--- src/rtl/nco_pkg.sv ---
// Shared types and constants for the NCO frequency-sweep sequencer.
package nco_pkg;

  typedef enum logic [2:0] {
    IDLE,
    LOAD_LO,
    LOAD_HI,
    DWELL,
    DONE
  } sweep_state_t;

  localparam logic [3:0] ADDR_START_LO = 4'd0;
  localparam logic [3:0] ADDR_START_HI = 4'd1;
  localparam logic [3:0] ADDR_STEP_LO  = 4'd2;
  localparam logic [3:0] ADDR_STEP_HI  = 4'd3;
  localparam logic [3:0] ADDR_STOP_LO  = 4'd4;
  localparam logic [3:0] ADDR_STOP_HI  = 4'd5;
  localparam logic [3:0] ADDR_DWELL_LO = 4'd6;
  localparam logic [3:0] ADDR_DWELL_HI = 4'd7;
  localparam logic [3:0] ADDR_CTRL     = 4'd8;

  localparam int unsigned CTRL_MODE_LSB = 0;
  localparam int unsigned CTRL_LD_LO    = 2;
  localparam int unsigned CTRL_LD_HI    = 3;

  localparam logic [1:0] MODE_OFF    = 2'd0;
  localparam logic [1:0] MODE_SINE   = 2'd1;
  localparam logic [1:0] MODE_SQUARE = 2'd2;
  localparam logic [1:0] MODE_SAW    = 2'd3;

  localparam logic [15:0] RST_START_FCW = 16'h0008;
  localparam logic [15:0] RST_STEP      = 16'h0001;
  localparam logic [15:0] RST_STOP_FCW  = 16'hFFFF;
  localparam logic [15:0] RST_DWELL     = 16'h0001;

endpackage

--- src/rtl/sweep_cfg_regs.sv ---
// Byte-wide write-only configuration registers for the sweep sequencer.
module sweep_cfg_regs
  import nco_pkg::*;
(
  input  logic        clk,
  input  logic        rst_n,
  input  logic        i_wr_en,
  input  logic [3:0]  i_addr,
  input  logic [7:0]  i_data,
  output logic [15:0] o_start_fcw,
  output logic [15:0] o_step,
  output logic [15:0] o_stop_fcw,
  output logic [15:0] o_dwell,
  output logic        o_loop,
  output logic [1:0]  o_mode
);

  always_ff @(posedge clk or negedge rst_n) begin
    if (!rst_n) begin
      o_start_fcw <= RST_START_FCW;
      o_step      <= RST_STEP;
      o_stop_fcw  <= RST_STOP_FCW;
      o_dwell     <= RST_DWELL;
      o_loop      <= 1'b0;
      o_mode      <= MODE_OFF;
    end else if (i_wr_en) begin
      case (i_addr)
        ADDR_START_LO: o_start_fcw[7:0]  <= i_data;
        ADDR_START_HI: o_start_fcw[15:8] <= i_data;
        ADDR_STEP_LO:  o_step[7:0]       <= i_data;
        ADDR_STEP_HI:  o_step[15:8]      <= i_data;
        ADDR_STOP_LO:  o_stop_fcw[7:0]   <= i_data;
        ADDR_STOP_HI:  o_stop_fcw[15:8]  <= i_data;
        ADDR_DWELL_LO: o_dwell[7:0]      <= i_data;
        ADDR_DWELL_HI: o_dwell[15:8]     <= i_data;
        ADDR_CTRL: begin
          o_loop <= i_data[2];
          o_mode <= i_data[1:0];
        end
        default: ;
      endcase
    end
  end

endmodule

--- src/rtl/nco_sweep_sequencer.sv ---
// Chirp controller: steps an FCW from start to stop, writing each into the NCO
// as low/high byte strobes and holding it for the programmed dwell time.
module nco_sweep_sequencer
  import nco_pkg::*;
#(
  parameter int unsigned DWELL_W = 16
) (
  input  logic       clk,
  input  logic       rst_n,
  input  logic       cfg_valid,
  output logic       cfg_ready,
  input  logic [3:0] cfg_addr,
  input  logic [7:0] cfg_data,
  input  logic       start,
  input  logic       abort,
  output logic       busy,
  output logic       done,
  output logic       nco_enable,
  output logic [7:0] nco_data,
  output logic [7:0] nco_ctrl
);

  sweep_state_t        r_state, w_next_state;
  logic [15:0]         r_cur;
  logic [1:0]          r_mode;
  logic [DWELL_W-1:0]  r_cnt;
  logic                r_en;

  logic [15:0] w_start_fcw, w_step, w_stop_fcw, w_dwell, w_dwell_m1;
  logic        w_loop;
  logic [1:0]  w_mode;
  logic [16:0] w_next_fcw;
  logic        w_sweep_end;
  logic        w_cnt_zero;

  sweep_cfg_regs u_regs (
    .clk         (clk),
    .rst_n       (rst_n),
    .i_wr_en     (cfg_valid && cfg_ready),
    .i_addr      (cfg_addr),
    .i_data      (cfg_data),
    .o_start_fcw (w_start_fcw),
    .o_step      (w_step),
    .o_stop_fcw  (w_stop_fcw),
    .o_dwell     (w_dwell),
    .o_loop      (w_loop),
    .o_mode      (w_mode)
  );

  // 17-bit sum so a carry out of the FCW range also ends the sweep
  assign w_next_fcw  = {1'b0, r_cur} + {1'b0, w_step};
  assign w_sweep_end = w_next_fcw[16] || (w_next_fcw[15:0] > w_stop_fcw);
  assign w_dwell_m1  = (w_dwell == 16'd0) ? 16'd0 : w_dwell - 16'd1;
  assign w_cnt_zero  = (r_cnt == '0);

  always_ff @(posedge clk or negedge rst_n) begin
    if (!rst_n) r_state <= IDLE;
    else        r_state <= w_next_state;
  end

  always_comb begin
    w_next_state = r_state;
    case (r_state)
      IDLE:    if (start) w_next_state = LOAD_LO;
      LOAD_LO: w_next_state = abort ? DONE : LOAD_HI;
      LOAD_HI: w_next_state = abort ? DONE : DWELL;
      DWELL: begin
        if (abort)
          w_next_state = DONE;
        else if (w_cnt_zero)
          w_next_state = (w_sweep_end && !w_loop) ? DONE : LOAD_LO;
      end
      DONE:    w_next_state = IDLE;
      default: w_next_state = IDLE;
    endcase
  end

  always_ff @(posedge clk or negedge rst_n) begin
    if (!rst_n) begin
      r_cur  <= '0;
      r_mode <= MODE_OFF;
      r_cnt  <= '0;
      r_en   <= 1'b0;
    end else begin
      r_en <= 1'b1;
      case (r_state)
        IDLE: if (start) begin
          r_cur  <= w_start_fcw;
          r_mode <= w_mode;
        end
        LOAD_HI: r_cnt <= DWELL_W'(w_dwell_m1);
        DWELL: if (!abort) begin
          if (!w_cnt_zero)       r_cnt <= r_cnt - 1'b1;
          else if (!w_sweep_end) r_cur <= w_next_fcw[15:0];
          else if (w_loop)       r_cur <= w_start_fcw;
        end
        default: ;
      endcase
    end
  end

  always_comb begin
    nco_data   = '0;
    nco_ctrl   = '0;
    nco_enable = r_en;
    busy       = (r_state != IDLE);
    done       = (r_state == DONE);
    cfg_ready  = r_en && (r_state == IDLE);
    case (r_state)
      LOAD_LO: begin
        nco_data                      = r_cur[7:0];
        nco_ctrl[CTRL_LD_LO]          = 1'b1;
        nco_ctrl[CTRL_MODE_LSB +: 2]  = r_mode;
      end
      LOAD_HI: begin
        nco_data                      = r_cur[15:8];
        nco_ctrl[CTRL_LD_HI]          = 1'b1;
        nco_ctrl[CTRL_MODE_LSB +: 2]  = r_mode;
      end
      DWELL:   nco_ctrl[CTRL_MODE_LSB +: 2] = r_mode;
      default: ;
    endcase
  end

endmodule

--- config.mk ---
export PLATFORM = sky130hd
export DESIGN_NAME = nco_sweep_sequencer
export DESIGN_NICKNAME = d
export VERILOG_FILES = /design/src/rtl/nco_pkg.sv /design/src/rtl/sweep_cfg_regs.sv /design/src/rtl/nco_sweep_sequencer.sv
export SDC_FILE = /design/constraint.sdc
export NUM_CORES = 1
export LEC_CHECK = 0
export BUFFER_PORTS_ARGS = -buffer_cell sky130_fd_sc_hd__buf_4
export CAP_MARGIN = 40
export CORE_ASPECT_RATIO = 0.6
export CORE_MARGIN = 1
export CORE_UTILIZATION = 25
export DETAILED_ROUTE_END_ITERATION = 16
export MAX_ROUTING_LAYER = met4
export REMOVE_ABC_BUFFERS = 1
export SKIP_CTS_REPAIR_TIMING = 1
export SYNTH_ARGS = -nofsm -noshare
export SYNTH_HDL_FRONTEND = slang
export SYNTH_SLANG_ARGS = --single-unit
--- constraint.sdc ---
create_clock -name clk -period 5.4 [get_ports clk]
set_input_delay 0.81 -clock clk [delete_from_list [all_inputs] [get_ports clk]]
set_output_delay 0.81 -clock clk [all_outputs]
set_load 0.01 [all_outputs]
# Word-level counts from Yosys, hierarchy flattened
# Cells that the tools add are included.
# op_classes
n_shift,0
mul,0
div,0
n_bitwise,0
n_eq_ne,18
reduce_logical,26
n_lt_le_gt_ge,1
mux,21
add_sub_neg,3
# op_table
operator,count
2-to-1 mux 16 bit,8
one-hot mux 16 bit (2 select lines),2
logical NOT 16 bit,2
"subtractor 16 x 1 -> 16 bit, second input constant",2
AND reduction 2 bit,11
2-to-1 mux 3 bit,6
adder 16 x 16 -> 17 bit,1
"equality test 4 x 3 -> 1 bit, second input constant",4
greater-than comparator 16 bit,1
one-hot mux 8 bit (2 select lines),1
one-hot mux 3 bit (4 select lines),1
"equality test 4 x 2 -> 1 bit, second input constant",2
"inequality test 2 bit, second input constant",4
"equality test 3 x 2 -> 1 bit, second input constant",2
AND reduction 5 bit,1
"equality test 4 x 1 -> 1 bit, second input constant",1
"equality test 4 bit, second input constant",1
logical NOT 4 bit,1
nonzero test 2 bit,2
"equality test 3 x 1 -> 1 bit, second input constant",1
"equality test 3 bit, second input constant",1
logical AND 1 bit,3
logical NOT 3 bit,1
"inequality test 3 x 2 -> 1 bit, second input constant",1
other kinds (8),9
# totals
ram_bits,0
wordCells,84
in_bits,17
reg_bits,105
latch_bits,0
romBits,0
n_memories,0

# Logic depth before layout (Yosys ltp)
# Gate-level depths: netlist of run 1.
# depth
word_depth,8
depth_mapped,19

# Hierarchy
# A second synthesis of run 1 with hierarchy kept.
# hier_totals
cells_unflattened,565
hier_area_um2,6363.6
# modules_own_cells
mod,area_each_um2,seq_area_each_um2,instances,cells_per_inst
nco_sweep_sequencer,3722.3,950.9,1,414
sweep_cfg_regs,2641.3,1700.4,1,151

# Worst setup path before layout of run 1
# Ideal clock, no wire load.
# synth_timing
path_kind,flip-flop to flip-flop
from,register r_cur[6]
to,register r_cur[0]
slack_ns,1.143
stages_incl_launch_ff,17
required_time_ns,5.275
arrival_time_ns,4.133
path_cell_list,dfrtp_1 > ha_1 > a21oi_2 > inv_2 > o31ai_2 > o31ai_1 > or4_1 > a31oi_2 > ha_1 > nand4_1 > nor4_1 > a211oi_1 > a31oi_1 > o21bai_2 > a21boi_2 > buf_6 > mux2_2
# synth_between
elab_chain_len,7
word_cells_on_any_way,9
# synth_rtl
element,line,text
from (decl),nco_sweep_sequencer.sv:24,logic [15:0] r_cur;
from (signal assigned),nco_sweep_sequencer.sv:88,r_cur <= w_start_fcw;
from (signal assigned),nco_sweep_sequencer.sv:94,else if (!w_sweep_end) r_cur <= w_next_fcw[15:0];
from (signal assigned),nco_sweep_sequencer.sv:95,else if (w_loop) r_cur <= w_start_fcw;
adder 16 x 16 -> 17 bit *,nco_sweep_sequencer.sv:51,"assign w_next_fcw = {1'b0, r_cur} + {1'b0, w_step};"
greater-than comparator 16 bit,nco_sweep_sequencer.sv:52,assign w_sweep_end = w_next_fcw[16] || (w_next_fcw[15:0] > w_stop_fcw);
logical OR 1 bit *,nco_sweep_sequencer.sv:52,
2-to-1 mux 16 bit,nco_sweep_sequencer.sv:94,
2-to-1 mux 16 bit,nco_sweep_sequencer.sv:93,if (!w_cnt_zero) r_cnt <= r_cnt - 1'b1;
2-to-1 mux 16 bit,nco_sweep_sequencer.sv:92,DWELL: if (!abort) begin
one-hot mux 16 bit (2 select lines),nco_sweep_sequencer.sv:86,case (r_state)
# Every way passes the cells marked *; elsewhere a longest branch is shown, timed or not. The select of a mux whose other input is x is not followed.
# A chain may end at the register's enable or synchronous reset.

# Final worst setup path of run 1
# layout_timing
from,register r_cur[1]
to,register r_cur[9]
# layout_between
elab_chain_len,7
word_cells_on_any_way,9
# layout_rtl
element,line
adder 16 x 16 -> 17 bit *,nco_sweep_sequencer.sv:51
greater-than comparator 16 bit,nco_sweep_sequencer.sv:52
logical OR 1 bit,nco_sweep_sequencer.sv:52
2-to-1 mux 16 bit,nco_sweep_sequencer.sv:94
2-to-1 mux 16 bit,nco_sweep_sequencer.sv:93
2-to-1 mux 16 bit,nco_sweep_sequencer.sv:92
one-hot mux 16 bit (2 select lines),nco_sweep_sequencer.sv:86
# Marks and branches as above.

==> results of run 1 <==
[final cells by class]
type                            instances  share of cell area
Clock inverter                          6             0.00818
Tap cell                              322              0.0561
Timing Repair Buffer                   41              0.0475
Clock buffer                           10              0.0333
Multi-Input combinational cell        409               0.471
Inverter                               29              0.0151
Sequential cell                       105               0.369
[final timing paths]
kind / from / endpoint / slack [ns]
worst min-delay path: rst_n / u_regs.o_step[7]$_DFFE_PN0P_ / 0.38
worst min register to register: u_regs.o_loop$_DFFE_PN0P_ / u_regs.o_loop$_DFFE_PN0P_ / 0.50
worst max-delay path: r_cur[1]$_DFFE_PN0P_ / r_cur[9]$_DFFE_PN0P_ / 0.50
worst max register to register: r_cur[1]$_DFFE_PN0P_ / r_cur[9]$_DFFE_PN0P_ / 0.50
min in group clk: u_regs.o_loop$_DFFE_PN0P_ / u_regs.o_loop$_DFFE_PN0P_ / 0.50
max in group asynchronous: rst_n / u_regs.o_stop_fcw[13]$_DFFE_PN1P_ / 4.26
[kinds of logic (layout without fill, tap and decap cells)]
| group | count (synthesis) | count (layout) |
|---|---|---|
| muxes | 101 | 101 |
| and+or+nand+nor | 124 | 124 |
| AOI/OAI and AO/OA | 118 | 118 |
| xor gates and xnor gates | 26 | 26 |
| other | 2 | 5 |
| buffers and inverters | 46 | 86 |
| DFF | 105 | 105 |
| adders and majority gates | 35 | 35 |
[routing by layer]
metal,up-vias,part of all wire,track usage
li1,2123,-,-
met1,2230,0.56,0.216
met2,97,0.39,0.162
met3,7,0.047,0.0270
met4,0,0.0035,0.0183
met5,-,0,-
[report_power, final]
part           switching (mW)  total, mW  internal, mW
sequential              0.271       1.38          1.11
clock                   0.327      0.664         0.337
combinational            1.15       2.16          1.01
[sequential cells by signal, indices dropped and copies added (netlist names)]
signal / cells
r_cnt: 16
r_cur: 16
r_mode: 2
u_regs.o_stop_fcw: 16
u_regs.o_mode: 2
u_regs.o_start_fcw: 16
u_regs.o_loop: 1
u_regs.o_dwell: 16
nco_enable: 1
r_state: 3
u_regs.o_step: 16
[through the flow]
stage / setup WS, ns / instance area (um2)
finish: 0.502 / 7190
global route: 0.0988 / 7190
CTS: 0.553 / 7190
detailed placement: 0.566 / 6890
global placement: 0.517 / 6820
floorplan: 0.949 / 6130
[synthesized netlist by cell type (2+ instances only)]
master     n  area [um2]
and2_1     2        12.5
mux2i_1    2        20.0
nand3_1   11        55.1
dfrtp_1   86        2150
nand4_1    2        12.5
mux2_2    85         957
mux2_1     5        56.3
o32ai_1    5        43.8
nor3_1    15        75.1
o21bai_1   2        15.0
or4_1      4        30.0
mux2_4     9         135
a211oi_1   5        37.5
o22ai_1    9        56.3
o21ai_0   26         130
xor2_1     7        61.3
nor3b_1    6        45.0
a31oi_1    3        18.8
nor4_1     3        18.8
a21oi_1   20         100
clkbuf_1  10        37.5
conb_1     2        7.51
or3_1      4        25.0
inv_1     28         105
nand2_1   40         150
ha_1      34         425
nand3b_1   2        15.0
buf_4      5        37.5
dfstp_2   19         499
a21o_1     8        60.1
o211ai_1   2        15.0
and3_1     2        12.5
nand2b_1   3        18.8
o21a_1     2        15.0
nor2_1    20        75.1
xnor2_1   19         166
o31ai_1    3        22.5
a21boi_0   2        15.0
a22o_1    20         175
nor2b_1    3        18.8
[worst max-delay path: stages, from the launching register on]
cell,delay (ns)
dfrtp_1,0.43
ha_1,0.33
a211oi_1,0.26
o21bai_1,0.16
o31ai_2,0.41
o31ai_1,0.21
or4_1,0.51
a31oi_2,0.22
ha_1,0.19
nand4_1,0.20
nor4_1,0.40
and3_1,0.21
a31oi_1,0.08
nor3_4,0.22
buf_4,0.32
mux2_2,0.37
mux2_2,0.25
==> metrics.md, run 1 <==
| Metric | Value |
|---|---|
| Outcome | `finished, final reports clean` |
| PD cells | `585 nW/um2` |
| Vias | `4457` |
| Synthesis-stage register bit count | `between 100 and 150` |
| Crit-path max FO | `16` |
| DP Cell Count | `906` |
| Post-synth EDFFs | `0` |
| Final period util | `0.907` |
| DRC Markers | `0` |
| Crit path time final | `a little under 5 ns` |
| Via/cell ratio | `4.83` |
| Peak Freq | `about 200 MHz` |
| Core Area | `24300 um2` |
| Sink Count | `105` |
| Layout Utilization | `0.295` |
| Worst Path Required | `approximately 5.7 ns` |
| Routability cong. | `0.858` |
| Pin count of the biggest net entering global routing | `52` |
| Fin nets | `647` |
| Crit path DAT | `5.15 ns` |
| Filler instances | `2509` |
| First-pass GRT wire length | `25100 um` |
| Routed len/inst | `17.1 um` |
| Pins Over Slew Limit | `0` |
| Post-Synth XOR/XNOR Area | `0.0366` |
| Mux cell area share after synthesis | `0.188` |
| Endpoints failing hold | `0` |
| Total grt overflow | `0` |
| Critical path type | `flip-flop to flip-flop` |
| Vias in the first global route | `4153` |
| Initial detailed-routing violation count | `just under 300` |
| Final Skew | `0.0135 ns` |
| Yosys warnings | `0` |
| TNS Setup | `0 ns` |
| Final wirelength | `~16000 um` |
| Sequential share of the synthesized area | `0.426` |
| Top-level I/O count | `37` |
| Starting density of the core | `0.256` |
| RSZ-0062 raised after global routing | `no` |
| Register area | `~2700 um2` |
| Clk pin slew, worst setup/hold paths | `0.08 ns` |
| Worst skew pair latency | `about 0.36 ns` |
| H-tree depth | `3` |
| PortBufs | `32` |
| Die Ht | `124 um` |
| WHS | `~0.38 ns` |
| DRT antenna net count | `0` |
| HP Class | `primary input to async pin` |
| Crit path launch type | `flip-flop` |
| Multi-input gate area | `3380 um2` |
| Largest family of logic cells by synthesized area | `multiplexers` |
| Leak Pwr | `roughly 3.2 nW` |
| Bufs on Longest Clock Path | `2` |
| Rows | `44` |
| Compound-gate portion of the synthesized area | `0.138` |
| Antenna cell count | `0` |
| Mapped Cells | `557` |
| Pre-antenna DRT Iters | `5` |
| Max-slew headroom | `0.476` |
| Die area | `25600 um2` |
| Syn_area_per_cell | `around 11 um2` |
| Post-synthesis simple-gate area fraction | `0.104` |
| Main flop type after synthesis | `dfrtp_1` |
| Die X | `206 um` |
| Final Setup Violations | `0` |
| Non-filler cells, final | `about 920` |
| Worst vdd ir | `approximately 0.00022 V` |
| Slew @ Worst Pin | `0.784 ns` |
| Most common cell after layout, fill and taps aside | `dfrtp_1` |
| Post-DP HPWL | `around 12000 um` |
| Synth unique cells | `62` |
| Antenna violations before repair | `0` |
| Post-Syn Area | `around 6200 um2` |
| R2R depth | `16` |
| Async SR Flop Fraction | `1.00` |
| Fraction of layout cells with a size suffix above 1 | `0.313` |
| Final total power | `roughly 4.2 mW` |
| Synth-to-Final Area Change | `15.4%` |
| Adder-cell share of the synthesized area | `0.0715` |
| Most frequent cells in the layout | `dfrtp_1 (86), mux2_2 (85), nand2_1 (40)` |
| Max Cap Viol | `0` |
| Gr usage total | `0.132` |
| TritonCTS Buffers | `9` |
| Clock root buffer | `clkbuf_16` |
| TritonCTS clock tree | `yes` |
| Critical Path End Type | `flip-flop` |
Note: power is estimated with default switching activity, not from simulation.
==> run 2, diff against run 1 <==
CELL_PAD_IN_SITES_DETAIL_PLACEMENT = 0   (was not set)
CELL_PAD_IN_SITES_GLOBAL_PLACEMENT = 1   (was not set)
GPL_ROUTABILITY_DRIVEN = 0   (was not set)
PLACE_DENSITY_LB_ADDON = 0.1   (was not set)
RECOVER_POWER = 50   (was not set)
==> metrics.md, run 2 (same netlist as run 1, synthesis figures left out) <==
| Metric | Value |
|---|---|
| Worst Path Required | `5.65 ns` |
| Rows | `44` |
| Sequential share of power | `0.330` |
| GR Util met1 | `0.239` |
| Fin nets | `649` |
| PortBufs | `32` |
| Crit path max-delay family | `simple AND/OR/NAND/NOR gates` |
| TritonCTS clock tree | `yes` |
| Int Power | `2.47 mW` |
| Worst vdd ir | `roughly 0.00017 V` |
| Dpl ws | `0.515 ns` |
| Pin count of the biggest net entering global routing | `57` |
| Clock Power Share | `0.154` |
| Fraction of layout cells with a size suffix above 1 | `0.309` |
| Crit path time final | `4.88 ns` |
| Failing checks | `capacitance limit, slew limit` |
| Critical Path End Type | `flip-flop` |
| Peak Freq | `205 MHz` |
| Sink Count | `105` |
| Vias | `4435` |
| Critical path type | `flip-flop to flip-flop` |
| Slew @ Worst Pin | `2.97 ns` |
| Outcome | `finished, violations left` |
| Crit path DAT | `~5 ns` |
| Top-level I/O count | `37` |
| Clock root buffer | `clkbuf_16` |
| Die area | `roughly 26000 um2` |
| Vias in the first global route | `4361` |
| Leak Pwr | `around 3.2 nW` |
| Critical-path cell list | `ha_1, a211oi_1, o21bai_1, o31ai_2, buf_4, o31ai_1, or4_1, a31oi_2, ha_1, nand4_1, nor4_1, and3_1, a31oi_1, nor3_4, buf_4, mux2_2, mux2_2` |
| Final Setup Violations | `0` |
| Bufs on Longest Clock Path | `2` |
| Setup WS post-layout | `about 0.52 ns` |
| Most frequent cells in the layout | `dfrtp_1 (86), mux2_2 (85), nand2_1 (40)` |
| Gr busiest metal | `met1` |
| Register area | `2650 um2` |
| Worst skew pair latency | `roughly 0.36 ns` |
| Gr usage total | `0.153` |
| TritonCTS Buffers | `9` |
| Max Cap Viol | `2` |
| Worst path bufs/invs | `2` |
| GR met2 Demand/Resource | `0.191` |
| TNS Setup | `0 ns` |
| Final Skew | `around 0.009 ns` |
| Routed len/inst | `19.3 um` |
| RSZ-0062 raised after global routing | `no` |
| Worst path max stage delay | `approximately 0.52 ns` |
| Die Ht | `124 um` |
| Via/cell ratio | `4.79` |
| Combinational share of power | `0.517` |
| Antenna violations before repair | `1` |
| Pins Over Slew Limit | `51` |
| Die X | `206 um` |
| Final period util | `0.903` |
| Most common cell after layout, fill and taps aside | `dfrtp_1` |
| Clk pin slew, worst setup/hold paths | `0.07 ns` |
| Crit-path max FO | `16` |
| Initial detailed-routing violation count | `211` |
| H-tree depth | `3` |
| DRT antenna net count | `0` |
| DRC Markers | `0` |
| Crit path launch type | `flip-flop` |
| Endpoints failing hold | `0` |
| First-pass GRT wire length | `27900 um` |
| HP Class | `flip-flop to flip-flop` |
| Final wirelength | `17900 um` |
| Met3 usage | `0.0360` |
| Core Area | `24300 um2` |
| Critical Path Slowest Stage Cell | `or4_1` |
| Pre-antenna DRT Iters | `4` |
| Total grt overflow | `0` |
| P_sw | `1.77 mW` |
| PD cells | `594 nW/um2` |
| Switching part of the total | `0.418` |
| Filler instances | `roughly 2500` |
| Synth-to-Final Area Change | `14.8%` |
| Max-slew headroom | `-0.981` |
| Multi-input gate area | `3380 um2` |
| Post-DP HPWL | `13500 um` |
| Starting density of the core | `0.256` |
-- run 2: cell types whose count changed in the layout (fill, tap and decap cells not counted), moves of 2 or more --
cell	previous run	this run
buf_6	3	0
clkbuf_1	0	3
inv_8	3	0
and2_0	0	2
and2_1	2	0
buf_4	36	38
clkbuf_8	1	3
clkinv_2	0	2
-- run 2: layout make-up --
class	instances	share of cell area
timing repair buffer	43	0.0429
inverter	29	0.0152
multi-input combinational	409	0.473
clock inverter	4	0.00368
clock buffer	12	0.0373
tap	322	0.0564
sequential	105	0.371
antenna	1	0.000350
-- run 2: power by group through the flow --
| stage | clock [mW] | sequential [mW] | combinational [mW] |
|---|---|---|---|
| floorplan | 0 | 1.29 | 1.59 |
| global placement | 0 | 1.41 | 2.18 |
| detailed placement | 0 | 1.41 | 2.22 |
| CTS | 0.695 | 1.40 | 2.23 |
| global route | 0.724 | 1.44 | 2.47 |
| finish | 0.653 | 1.40 | 2.19 |
-- run 2: routing by layer --
metal,vias up,part of all wire
li1,2125,-
met5,-,0
met4,0,0.0093
met2,67,0.39
met1,2229,0.55
met3,14,0.056
-- run 2: final timing paths --
path / to / cells after the start / slack (ns) / start
setup / recovery: r_cur[9]$_DFFE_PN0P_ / 17 / 0.52 / r_cur[1]$_DFFE_PN0P_
min in group asynchronous: r_cnt[13]$_DFFE_PN0P_ / 1 / 1.42 / rst_n
hold reg to reg: r_cnt[7]$_DFFE_PN0P_ / 1 / 0.50 / r_cnt[7]$_DFFE_PN0P_
max in group asynchronous: u_regs.o_start_fcw[10]$_DFFE_PN0P_ / 2 / 1.28 / rst_n
setup reg to reg: r_cur[9]$_DFFE_PN0P_ / 17 / 0.52 / r_cur[1]$_DFFE_PN0P_
hold / removal: r_cnt[7]$_DFFE_PN0P_ / 1 / 0.50 / r_cnt[7]$_DFFE_PN0P_
-- run 2: per-stage QoR --
step                power [mW]  cell area [um2]  std cells  hold slack (ns)   util
floorplan                 2.88             6130        543            0.467      -
global placement          3.60             6850        906            0.480  0.282
detailed placement        3.63             6860        908            0.492  0.282
CTS                       4.32             7160        924            0.508  0.294
global route              4.63             7140        924            0.523  0.294
finish                    4.24             7140        925            0.504  0.294
==> run 3, diff against run 2 <==
ABC_AREA = 1   (was not set)
CORE_UTILIZATION = 30   (was 25)
clock period = 4.94 ns   (was 5.4 ns; I/O delays follow)
==> metrics.md, run 3 <==
| Metric | Value |
|---|---|
| Async SR Flop Fraction | `1.00` |
| Non-filler cells, final | `1246` |
| Final period util | `0.763` |
| Routed len/inst | `18.1 um` |
| Antenna cell count | `0` |
| Worst skew pair latency | `0.37 ns` |
| Area contributors post-synth | `dfrtp_1 (31%), nand2_1 (16%), dfstp_2 (7.3%), ha_1 (6.2%), inv_1 (6.0%)` |
| TNS Setup | `0 ns` |
| Synth cell count leaders | `nand2_1 (283), inv_1 (110), dfrtp_1 (86), o21ai_0 (82), nor2_1 (54)` |
| Post-Syn Area | `6830 um2` |
| Slew @ Worst Pin | `around 1.9 ns` |
| Final Skew | `0.0104 ns` |
| Final wirelength | `22500 um` |
| Final Setup Violations | `0` |
| Worst path bufs/invs | `3` |
| Crit path time final | `3.77 ns` |
| Worst vdd ir | `0.000194 V` |
| Crit-path max FO | `17` |
| H-tree depth | `3` |
| Sink Count | `105` |
| Adder-cell share of the synthesized area | `0.0652` |
| Outcome | `finished, violations left` |
| Placed inst area | `7380 um2` |
| HP Class | `flip-flop to flip-flop` |
| Rows | `42` |
| Pin count of the biggest net entering global routing | `46` |
| Antenna violations before repair | `0` |
| Highest Signal Layer | `met4` |
| Critical-path cell list | `ha_1, inv_1, fa_1, inv_1, nand2_1, nand3_1, nand2_1, nand3_1, nand2_1, ha_1, nand4_1, nor2_1, nand3_1, nand2_1, buf_4, nand2_2, nand2_2, nand2_2, nand2_4, nand3_1, nand2_1` |
| Main flop type after synthesis | `dfrtp_1` |
| Max Cap Viol | `2` |
| PortBufs | `32` |
| Largest family of logic cells by synthesized area | `simple AND/OR/NAND/NOR gates` |
| Critical Path Slowest Stage Cell | `dfstp_2` |
| Worst path max stage delay | `around 0.53 ns` |
| Starting density of the core | `0.308` |
| Fraction of layout cells with a size suffix above 1 | `0.126` |
| Post-DP HPWL | `17800 um` |
| Mux cell area share after synthesis | `0.00330` |
| Post-Synth XOR/XNOR Area | `0.0282` |
| Routed wl met2 | `7380 um` |
| Die X | `197 um` |
| Clk pin slew, worst setup/hold paths | `0.07 ns` |
| Filler instances | `between 2000 and 2500` |
| Via/cell ratio | `between 4 and 5` |
| Routed wl met3 | `around 1400 um` |
| Leak Pwr | `3.79 nW` |
| Post-synth EDFFs | `0` |
| Sequential share of the synthesized area | `0.388` |
| Total grt overflow | `0` |
| Synth-to-Final Area Change | `11.6%` |
| Most common cell after layout, fill and taps aside | `nand2_1` |
| Clock root buffer | `clkbuf_16` |
| DRC Markers | `0` |
| Initial detailed-routing violation count | `547` |
| Count leader, synth | `nand2_1` |
| Synth unique cells | `50` |
| Cell mode on critical path | `nand2_1` |
| Max-slew headroom | `-0.238` |
| Yosys warnings | `0` |
| Crit path launch type | `flip-flop` |
| Crit path max-delay family | `simple AND/OR/NAND/NOR gates` |
| First-pass GRT wire length | `34600 um` |
| DRT met1 WL | `13500 um` |
| Pins Over Slew Limit | `64` |
| Fin nets | `about 990` |
| Critical Path End Type | `flip-flop` |
| Worst Path Required | `5.24 ns` |
| Most frequent cells in the layout | `nand2_1 (284), inv_1 (111), dfrtp_1 (86)` |
| TritonCTS clock tree | `yes` |
| Vias in the first global route | `between 5000 and 6000` |
| Top-level I/O count | `37` |
| Gr usage total | `0.209` |
| Failing checks | `capacitance limit, slew limit` |
| Endpoints failing hold | `0` |
| RSZ-0062 raised after global routing | `no` |
| Post-synth top area cell | `dfrtp_1` |
| Pre-antenna DRT Iters | `5` |
| Die Ht | `119 um` |
| Layout Utilization | `0.344` |
| PD cells | `681 nW/um2` |
| Synthesis-stage register bit count | `105` |
| DRT antenna net count | `0` |
| DP Cell Count | `approximately 1200` |
| Vias | `5857` |
| Compound-gate portion of the synthesized area | `0.117` |
| Bufs on Longest Clock Path | `2` |
| Die area | `23400 um2` |
| Final cell area excluding filler cells | `7620 um2` |
| Core Area | `22200 um2` |
| Crit path DAT | `4.07 ns` |
| Post-synthesis simple-gate area fraction | `0.308` |
| Syn_area_per_cell | `about 7.5 um2` |
| TritonCTS Buffers | `9` |
| Peak Freq | `265 MHz` |
| Mapped Cells | `906` |
| Critical path type | `flip-flop to flip-flop` |
| Top-area cell type share of the netlist area | `0.315` |
[run 3: cell count changes after synthesis, sizes merged, moves of 6 or more]
cell / before / now
nor3: 16 / 9
a21o: 8 / 1
nand3: 11 / 59
mux2: 99 / 2
nor2: 20 / 58
nand4: 2 / 25
buf: 7 / 22
clkbuf: 10 / 4
nand2: 40 / 292
xor2: 7 / 19
o21ai: 26 / 97
a22o: 20 / 7
xnor2: 19 / 3
inv: 29 / 119
[run 3: cells by family after synthesis]
family | after synthesis
AND/OR/NAND/NOR | 454
multiplexers | 2
flip-flops | 105
adder cells (fa/ha/maj) | 35
AO/OA/AOI/OAI | 141
other | 2
XOR/XNOR | 22
buffers and inverters | 145
[run 3: through the flow]
step | hold slack [ns] | setup slack, ns | power (mW)
finish | 0.478 | 1.17 | 5.19
CTS | 0.321 | 1.18 | 5.22
global route | 0.488 | 0.492 | 5.72
floorplan | 0.445 | 1.70 | 3.44
detailed placement | 0.467 | 1.20 | 4.45
global placement | 0.466 | 1.14 | 4.47
[run 3: cell type report]
cell class / instances / area [um2] / share of cell area
Sequential cell: 105 / 2650 / 0.348
Multi-Input combinational cell: 659 / 3560 / 0.467
Tap cell: 308 / 385 / 0.0505
Timing Repair Buffer: 39 / 289 / 0.0379
Inverter: 119 / 448 / 0.0587
Clock buffer: 13 / 250 / 0.0328
Clock inverter: 3 / 42.5 / 0.00558
[run 3: worst register-to-register path: cells and delay by family (launching register included)]
family / cells / cell delay [ns]
buf+inv: 3 / 0.43
simple gates: 15 / 1.78
flops: 1 / 0.53
fa+ha+maj: 3 / 0.96
[run 3: routing by layer]
layer | global-route usage | vias up
met1 | 0.354 | 2730
met3 | 0.0493 | 11
met2 | 0.233 | 140
met5 | - | -
met4 | 0.0334 | 0
li1 | - | 2976
[run 3: report_power, final]
part	internal (mW)	total, mW	switching (mW)
clock network	0.407	0.744	0.337
logic	0.986	2.93	1.94
registers	1.21	1.52	0.307
total	2.61	5.19	2.58
[run 3: worst paths after layout]
path	slack [ns]	to	cells past startpoint	start
min reg2reg	0.48	u_regs.o_stop_fcw[7]$_DFFE_PN1P_	2	u_regs.o_stop_fcw[7]$_DFFE_PN1P_
max	1.17	r_cur[10]$_DFFE_PN0P_	21	u_regs.o_step[0]$_DFFE_PN1P_
min in group asynchronous	0.87	r_cur[2]$_DFFE_PN0P_	1	rst_n
max reg2reg	1.17	r_cur[10]$_DFFE_PN0P_	21	u_regs.o_step[0]$_DFFE_PN1P_
min	0.48	u_regs.o_stop_fcw[7]$_DFFE_PN1P_	2	u_regs.o_stop_fcw[7]$_DFFE_PN1P_
max in group asynchronous	1.20	u_regs.o_dwell[2]$_DFFE_PN0P_	3	rst_n
